File: config.mk
export PLATFORM = sky130hd
export DESIGN_NAME = lasr_latch_driver
export DESIGN_NICKNAME = d
export VERILOG_FILES = /design/src/rtl/lasr_latch_driver.sv
export SDC_FILE = /design/constraint.sdc
export NUM_CORES = 1
export LEC_CHECK = 0
export ABC_AREA = 1
export ABC_CLOCK_PERIOD_IN_PS = 1300
export CAP_MARGIN = 20
export CORE_ASPECT_RATIO = 1.1
export CORE_MARGIN = 2
export CORE_UTILIZATION = 42
export CTS_CLUSTER_SIZE = 16
export DETAILED_ROUTE_END_ITERATION = 10
export PLACE_DENSITY = 0.72
export SLEW_MARGIN = 20
export SYNTH_ARGS = -nofsm -noshare
export SYNTH_HDL_FRONTEND = slang
export SYNTH_SLANG_ARGS = --single-unit
File: constraint.sdc
create_clock -name CLK -period 1.3 [get_ports CLK]
set_input_delay 0.39 -clock CLK [delete_from_list [all_inputs] [get_ports CLK]]
set_output_delay 0.39 -clock CLK [all_outputs]
set_load 0.03 [all_outputs]
File: src/rtl/lasr_latch_driver.sv
// lasr_latch_driver: drives set/reset D-latch pins for WRITE/SET/RESET/READ and checks the sampled Q.
// Latency (defaults, accept at edge T): WRITE T+6, SET/RESET T+5, READ T+2 (each +2 with LASR_DRV_SYNC_EN).
// Backpressure: one command in flight; cmd_ready stays low until the response is taken with rsp_ready.
// Optional feature macro: LASR_DRV_SYNC_EN (2-flop synchroniser on LAT_Q, 3-cycle SAMPLE).
module lasr_latch_driver #(
  parameter int SETUP_C = 1,
  parameter int PULSE_W = 2,
  parameter int HOLD_C  = 1,
  parameter int REC_C   = 1,
  parameter int CNT_W   = 4
) (
  input  logic       CLK,
  input  logic       RSTB,
  input  logic       cmd_valid,
  output logic       cmd_ready,
  input  logic [1:0] cmd_op,
  input  logic       cmd_d,
  input  logic       cmd_exp,
  output logic       rsp_valid,
  input  logic       rsp_ready,
  output logic       rsp_q,
  output logic       rsp_err,
  output logic       LAT_D,
  output logic       LAT_CLK,
  output logic       LAT_SETB,
  output logic       LAT_RSTB,
  input  logic       LAT_Q
);

  localparam logic [1:0] OP_WRITE = 2'b00;
  localparam logic [1:0] OP_SET   = 2'b01;
  localparam logic [1:0] OP_RESET = 2'b10;
  localparam logic [1:0] OP_READ  = 2'b11;

`ifdef LASR_DRV_SYNC_EN
  localparam int SAMP_C = 3;
`else
  localparam int SAMP_C = 1;
`endif

  localparam longint CNT_MAX = longint'(1) << CNT_W;

  generate
    if (SETUP_C < 1 || PULSE_W < 1 || HOLD_C < 1 || REC_C < 1 || CNT_W < 1) begin : g_bad_min
      $error("lasr_latch_driver: every parameter must be >= 1");
    end
    if (SETUP_C > CNT_MAX || PULSE_W > CNT_MAX || HOLD_C > CNT_MAX ||
        REC_C > CNT_MAX || SAMP_C > CNT_MAX) begin : g_bad_range
      $error("lasr_latch_driver: timing parameter too large for CNT_W");
    end
  endgenerate

  // Down-counter load values: a phase lasting N cycles starts at N-1 and ends when it reaches 0.
  localparam logic [CNT_W-1:0] SETUP_L = CNT_W'(SETUP_C - 1);
  localparam logic [CNT_W-1:0] PULSE_L = CNT_W'(PULSE_W - 1);
  localparam logic [CNT_W-1:0] HOLD_L  = CNT_W'(HOLD_C - 1);
  localparam logic [CNT_W-1:0] REC_L   = CNT_W'(REC_C - 1);
  localparam logic [CNT_W-1:0] SAMP_L  = CNT_W'(SAMP_C - 1);

  typedef enum logic [2:0] {
    S_IDLE, S_SETUP, S_OPEN, S_HOLD, S_ASSERT, S_RECOV, S_SAMPLE, S_RESP
  } state_t;

  state_t           state, state_nxt;
  logic [CNT_W-1:0] cnt, cnt_nxt;
  logic [1:0]       op_r;
  logic             d_r, exp_r;
  logic             accept, cnt_zero, q_in;

  logic cmd_ready_nxt, rsp_valid_nxt, rsp_q_nxt, rsp_err_nxt;
  logic lat_d_nxt, lat_clk_nxt, lat_setb_nxt, lat_rstb_nxt;

  assign accept   = cmd_valid && cmd_ready;
  assign cnt_zero = (cnt == '0);

`ifdef LASR_DRV_SYNC_EN
  logic q_s1, q_s2;

  // Two-stage synchroniser on the latch output before it is sampled.
  always_ff @(posedge CLK or negedge RSTB) begin
    if (!RSTB) begin
      q_s1 <= 1'b0;
      q_s2 <= 1'b0;
    end else begin
      q_s1 <= LAT_Q;
      q_s2 <= q_s1;
    end
  end

  assign q_in = q_s2;
`else
  assign q_in = LAT_Q;
`endif

  // State register, phase counter and command capture on accept.
  always_ff @(posedge CLK or negedge RSTB) begin
    if (!RSTB) begin
      state <= S_IDLE;
      cnt   <= '0;
      op_r  <= OP_WRITE;
      d_r   <= 1'b0;
      exp_r <= 1'b0;
    end else begin
      state <= state_nxt;
      cnt   <= cnt_nxt;
      if (accept) begin
        op_r  <= cmd_op;
        d_r   <= cmd_d;
        exp_r <= cmd_exp;
      end
    end
  end

  // Next-state: walk the phase sequence for the captured op, loading each phase's length.
  always_comb begin
    state_nxt = state;
    cnt_nxt   = cnt_zero ? cnt : cnt - CNT_W'(1);
    case (state)
      S_IDLE: begin
        if (accept) begin
          case (cmd_op)
            OP_WRITE: begin state_nxt = S_SETUP;  cnt_nxt = SETUP_L; end
            OP_SET,
            OP_RESET: begin state_nxt = S_ASSERT; cnt_nxt = PULSE_L; end
            default:  begin state_nxt = S_SAMPLE; cnt_nxt = SAMP_L;  end
          endcase
        end
      end
      S_SETUP:  if (cnt_zero) begin state_nxt = S_OPEN;   cnt_nxt = PULSE_L; end
      S_OPEN:   if (cnt_zero) begin state_nxt = S_HOLD;   cnt_nxt = HOLD_L;  end
      S_HOLD:   if (cnt_zero) begin state_nxt = S_SAMPLE; cnt_nxt = SAMP_L;  end
      S_ASSERT: if (cnt_zero) begin state_nxt = S_RECOV;  cnt_nxt = REC_L;   end
      S_RECOV:  if (cnt_zero) begin state_nxt = S_SAMPLE; cnt_nxt = SAMP_L;  end
      S_SAMPLE: if (cnt_zero) begin state_nxt = S_RESP;   cnt_nxt = '0;      end
      S_RESP:   if (rsp_valid && rsp_ready) begin state_nxt = S_IDLE; cnt_nxt = '0; end
      default:  begin state_nxt = S_IDLE; cnt_nxt = '0; end
    endcase
  end

  // Output decode: pins follow the current phase one cycle later; LAT_D only moves in SETUP.
  always_comb begin
    lat_d_nxt     = (state == S_SETUP) ? d_r : LAT_D;
    lat_clk_nxt   = (state == S_OPEN);
    lat_setb_nxt  = !((state == S_ASSERT) && (op_r == OP_SET));
    lat_rstb_nxt  = !((state == S_ASSERT) && (op_r == OP_RESET));
    cmd_ready_nxt = (state_nxt == S_IDLE);
    rsp_valid_nxt = (state == S_RESP) && !(rsp_valid && rsp_ready);
    rsp_q_nxt     = rsp_q;
    rsp_err_nxt   = rsp_err;
    if ((state == S_SAMPLE) && cnt_zero) begin
      rsp_q_nxt   = q_in;
      rsp_err_nxt = (q_in !== exp_r);
    end
  end

  // Registered outputs; reset parks the pins at their idle levels immediately.
  always_ff @(posedge CLK or negedge RSTB) begin
    if (!RSTB) begin
      cmd_ready <= 1'b1;
      rsp_valid <= 1'b0;
      rsp_q     <= 1'b0;
      rsp_err   <= 1'b0;
      LAT_D     <= 1'b0;
      LAT_CLK   <= 1'b0;
      LAT_SETB  <= 1'b1;
      LAT_RSTB  <= 1'b1;
    end else begin
      cmd_ready <= cmd_ready_nxt;
      rsp_valid <= rsp_valid_nxt;
      rsp_q     <= rsp_q_nxt;
      rsp_err   <= rsp_err_nxt;
      LAT_D     <= lat_d_nxt;
      LAT_CLK   <= lat_clk_nxt;
      LAT_SETB  <= lat_setb_nxt;
      LAT_RSTB  <= lat_rstb_nxt;
    end
  end

endmodule

# == After elaboration in Yosys (flattened, before gate mapping) ==
# Index checks and enable logic that the tools add are counted.
# op_classes
add_sub_neg,1
eq_ne,12
muxes,16
reduce_logical,16
# op_table
operator,n
$mux 3,7
$pmux 3 s7,1
$mux 4,5
$pmux 4 s4,1
$eq 3x3->1 const B,4
$eq 3x2->1 const B,2
$logic_and 1x1->1,6
$logic_not 3->1,2
$pmux 3 s2,1
$reduce_or 5->1,1
$eq 2x1->1 const B,2
$eq 2x2->1 const B,2
$logic_not 4->1,1
$reduce_or 2->1,2
$sub 4x1->4 const B,1
$eq 3x1->1 const B,1
$logic_not 1->1,3
$logic_not 2->1,1
$mux 1,1
$nex 1x1->1,1
# word_totals
regBits,19
inputBits,9
out_inout_bits,8
wordCells,58

# == Logic depth before layout (Yosys ltp) ==
# logic_depth
ltp_word,6
ltp_mapped,9
mapped_depth_nobuf,9

# == Least setup slack after synthesis ==
# No wires, ideal clock.
# synth_timing
path_type,reg-to-reg
from,register cnt[0]
to,register cnt[0]
setup_ps,87
arrival_time_ps,1346
required_ps,1213
slack_ps,-133
stages_incl_launch_ff,8
n_path_buf,0
period_less_slack_ps,1433
path_cell_list,dfrtp_1 -> inv_1 -> ha_1 -> nand2_1 -> ha_1 -> a21oi_1 -> o21ai_0 -> o211ai_1
# synth_via
elab_chain_cells,4
elab_cells_between_ends,8
classes_between,1 x add/sub; 6 x mux; 1 x reduce/logical
# synth_rtl
element,line,text
"start, declared",65,"logic [CNT_W-1:0] cnt, cnt_nxt;"
"start signal, assigned",105,cnt <= cnt_nxt;
$sub 4x1->4 or $logic_not 4->1 (tied branches),"117, 74",
$mux 4,117,cnt_nxt = cnt_zero ? cnt : cnt - CNT_W'(1);
$mux 4 (on tied branches),n/a,
$pmux 4 s4 *,118,case (state)
named net cnt_nxt[0],65,
# Mark *: on every way through the listed nets, which the timed path passes. The rest lies on a longest branch.
# A chain may end at the register's enable or synchronous reset.

# == Final worst setup path ==
# layout_timing
from,register cmd_ready
to,output cmd_ready
# layout_lines
element,line,text
"start, declared",15,"output logic cmd_ready,"
"start signal, assigned",168,cmd_ready <= cmd_ready_nxt;
# No word-level cell between the ends.

==> out/metrics.sh <==
GRT_REMAINING_OVERFLOW=0
SYN_INST=122
SYNTHARSTFLOPSHARE_PCT=100
GRT_ANTENNA_BEFORE_REPAIR=0
NFILLCELLS=198
AREA_GROWTH_SYN_TO_LAYOUT_PCT=39.4
RESULT_OF_THE_RUN='finished, violations left'
REGTOREGSETUPSLACK_PS=-30
SYNTH_NETS=136
CRIT-REG2REG-CAPTURE='cmd_ready$_DFF_PN1_'
CRIT_PATH_CELL_TRACE='buf_6'
TRITONCTS_NUM_SINKS=19
FINAL_MIN_PERIOD_OVER_CLOCK_PERIOD_PCT=106
ROUTE.ANTENNA.REMAINING_NETS=0
POST_SYNTH_XOR_AREA_FRACTION_PCT=1.74
YS_TOP_CELLS_BY_COUNT='30 x sky130_fd_sc_hd__nand2_1, 16 x sky130_fd_sc_hd__dfrtp_1, 14 x sky130_fd_sc_hd__inv_1'
CTS.REPORTEDPATHS.CLKPINSLEW_PS=120
POST-ROUTE-WORST-SETUP-SLACK_PS=-83.6
POST_SYNTH_MAIN_AREA_CONTRIBUTORS='sky130_fd_sc_hd__dfrtp_1 40%, sky130_fd_sc_hd__nand2_1 11%, sky130_fd_sc_hd__dfstp_2 7.8%, sky130_fd_sc_hd__nand3_1 6.5%, sky130_fd_sc_hd__ha_1 6.2%'
GRT_PASS1_WL_MM=3.84
YOSYSWARNINGCOUNT=0
DRT-WIRELENGTH-PER-CELL_UM=12.3
CTS.PATH.MAX_BUFFERS=2
CRITICAL-PATH-TOP-DELAY-FAMILY='flip-flops'
ROUTE.VIAS.TOTAL=914
VIA_DENSITY=4.94
I_O_PIN_TOTAL=17
COMPOUND_GATE_PORTION_OF_THE_SYNTHESIZED_AREA_PCT=7.35
P_LEAK_uW=0.000711
CLOCK_SKEW_PS=2.06
YOSYS.AREA.TOP_TYPE_SHARE_PCT=39.9
FINAL_HOLD_VIOL_COUNT=0
HOLD-WORST-SLACK_PS=410
SYNTH_ENABLE_FLOP_CELLS=0
FINALWORSTPATHREQUIREDPERIOD_PS=1380
WORSTPATHREQUIRED_PS=910
PEAKVDDDROP_mV=1.31
CP_SLOWEST_STAGE_DELAY_PS=560
LAYOUT.CORE_UTILIZATION_PCT=62.2
LIBRARY_CELLS_USED_BY_SYNTHESIS=24
CRITICAL-PATH-SLOWEST-CELL='sky130_fd_sc_hd__dfstp_2'
PRE_CTS_WS_PS=-322
STD_CELL_ROWS=18
YOSYS_REGISTER_BITS=19
PWR_DENSITY_CELL_nW_PER_UM2=2420
CLOCKROOTBUFFER='sky130_fd_sc_hd__clkbuf_4'
SEQ_AREA_FRAC_SYNTH_PCT=47.7
WORST_MARGIN_PIN_SLEW_PS=369
CLOCK_TREE_FROM_TRITONCTS='done'
UNREPAIRED_SETUP_ENDPOINTS_AFTER_GLOBAL_ROUTING='yes'
SYNTHADDERAREAFRAC_PCT=6.23
SETUP_VIOL=5
SYN-CELL-AREA_UM2=1000
TOP_REG_CELL_SYNTH='sky130_fd_sc_hd__dfrtp_1'
SYNTH_TOP_FAMILY_BY_AREA='simple AND/OR/NAND/NOR gates'
PLACED_WIRE_LENGTH_ESTIMATE_MM=1.62
SYN_AREA_PER_CELL_UM2=8.24
LARGEST-REGISTER='cnt'
SYNTH_AREA_LEADER_CELL='sky130_fd_sc_hd__dfrtp_1'
FRACTION_OF_SYNTHESIZED_AREA_IN_MULTIPLEXERS_PCT=0
CTS_BUFFERS=3
WORSTPATHBUFFERINVERTERCOUNT=1
WORST_SKEW_PAIR.LATE_LATENCY_PS=310
PORTBUFFERS=16
FINALMAXSLEWVIOLATIONS=0
CORE_AREA_UM2=2250
FIRST_GLOBAL_VIAS=872
DRC=0
WORST_HOLD_PATH_TYPE='primary input to async pin'
LAYOUT-DRIVE-GT1-SHARE_PCT=34.2
POST-SYNTH-TOP-COUNT-CELL='sky130_fd_sc_hd__nand2_1'
GLOBAL_ROUTE.USAGE.TOTAL_PCT=18.3
INITIAL_UTILIZATION_PCT=44.6
LARGEST_REGISTERS='cnt: 4 flops, state: 3 flops, op_r: 2 flops'
SETUP.WORST_PATH.START_CLASS='flop'
CRITPATHCAPTURETYPE='primary output'
CTS.HTREE.LEVELS=1
ROUTED_WL_MM=2.28
WORST-SETUP-PATH-TYPE='flop to primary output'
CAP_VIOL_MAX_COUNT=0
GRT_MAX_DEGREE=20
MAX_FO_CRITICAL_PATH=2
DIE-HEIGHT_UM=55.3
DIE_AREA_UM2=2800
DRTITER0DRC=23
VIOLATIONS='negative setup slack'
LARGEST_REG_FLOPS=4
DETAIL_ROUTE.FIRST_PASS.ITERATIONS=4
CLOCK.FMAX_GHz=0.723
WORST_EP_ARRIVAL_PS=990
REGTOREGSTARTPOINT='state[2]$_DFF_PN0_'
SLEW_HEADROOM_PCT=75.2
DIE_WIDTH_UM=50.6
TIMING.REG2REG.WORST_PATH_DEPTH=6
GP_CONGESTION=0.907
DESIGN.FINAL.NETS=170
SIMPLE_GATE_SHARE_OF_THE_SYNTHESIZED_AREA_PCT=29.0
ANTENNADIODECOUNT=0
==> placed cells by master, fill, tap and decap left out, drive strengths merged <==
| master | Yosys | final |
|---|---|---|
| nand2 | 32 | 32 |
| buf | 2 | 23 |
| inv | 17 | 17 |
| dfrtp | 16 | 16 |
| nor2 | 15 | 15 |
| nand3 | 13 | 13 |
| clkdlybuf4s50 | 0 | 8 |
| o21ai | 6 | 6 |
| ha | 5 | 5 |
| dfstp | 3 | 3 |
| clkbuf | 0 | 3 |
| a21oi | 3 | 3 |
| nor3 | 2 | 2 |
| o211ai | 2 | 2 |
| nand4 | 1 | 1 |
| or2 | 1 | 1 |
| a31oi | 1 | 1 |
| o21a | 1 | 1 |
| xor2 | 1 | 1 |
| xnor2 | 1 | 1 |
| clkinv | 0 | 1 |
==> routing by layer <==
metal	vias to the layer above	routed length [um]	global-route usage, %	share of wire (%)
met5	-	0	0	0
met4	0	53	7.72	2.3
met3	10	91	3.24	4.0
met2	23	1210	32.0	53
met1	429	933	21.6	41
li1	452	-	-	-
==> worst max path at each step <==
| stage | startpoint | to | slack [ps] | cells past startpoint |
|---|---|---|---|---|
| 4_1_cts | cmd_ready$_DFF_PN1_ | cmd_ready | -80 | 1 |
| 6_report | cmd_ready$_DFF_PN1_ | cmd_ready | -80 | 1 |
| 2_1_floorplan | cnt[0]$_DFF_PN0_ | cnt[0]$_DFF_PN0_ | -3 | 7 |
| 3_3_place_gp | cmd_op[0] | cnt[0]$_DFF_PN0_ | -290 | 5 |
| 3_5_place_dp | cmd_op[0] | cnt[0]$_DFF_PN0_ | -320 | 5 |
| 5_1_grt | cmd_ready$_DFF_PN1_ | cmd_ready | -120 | 1 |
==> where the power goes <==
part           switching (uW)  internal [uW]  leakage [uW]
sequential                221            869      0.000229
combinational            1090            885      0.000465
clock                     206            115     0.0000177
total                    1520           1870      0.000711
==> logic make-up after synthesis <==
logic type	Yosys count
AOI/OAI and AO/OA	13
xor gates and xnor gates	2
adders and majority gates	5
buffers and inverters	19
DFF	19
and+or+nand+nor	64
==> repair_timing <==
action / CTS / global route
endpoints found under the setup margin: 7 / 12
resized for setup: 9 / 9
hold buffers: 0 / 0
hold endpoints to repair: 0 / 0
buffers inserted: 1 / 0
pin swaps: 5 / 7
==> layout make-up <==
type | count | area [um^2] | area share, %
repair buffers | 31 | 288 | 20.6
flip-flops and latches | 19 | 482 | 34.4
well taps | 30 | 37.5 | 2.68
inverters | 17 | 63.8 | 4.56
clock buffers | 3 | 22.5 | 1.61
multi-input cells | 84 | 502 | 35.8
clock inverters | 1 | 5.00 | 0.357
==> per-stage QoR <==
| step | setup TNS (ps) | cell area (um^2) | cells | total power [uW] |
|---|---|---|---|---|
| 3_3_place_gp | -1770 | 1310 | 180 | 2750 |
| 5_1_grt | -467 | 1400 | 185 | 3650 |
| 3_5_place_dp | -2100 | 1310 | 180 | 2820 |
| 2_1_floorplan | -3.06 | 1030 | 122 | 2230 |
| 4_1_cts | -258 | 1380 | 185 | 3280 |
| 6_report | -269 | 1400 | 185 | 3390 |
No activity file was read; power rests on OpenSTA's default activity.
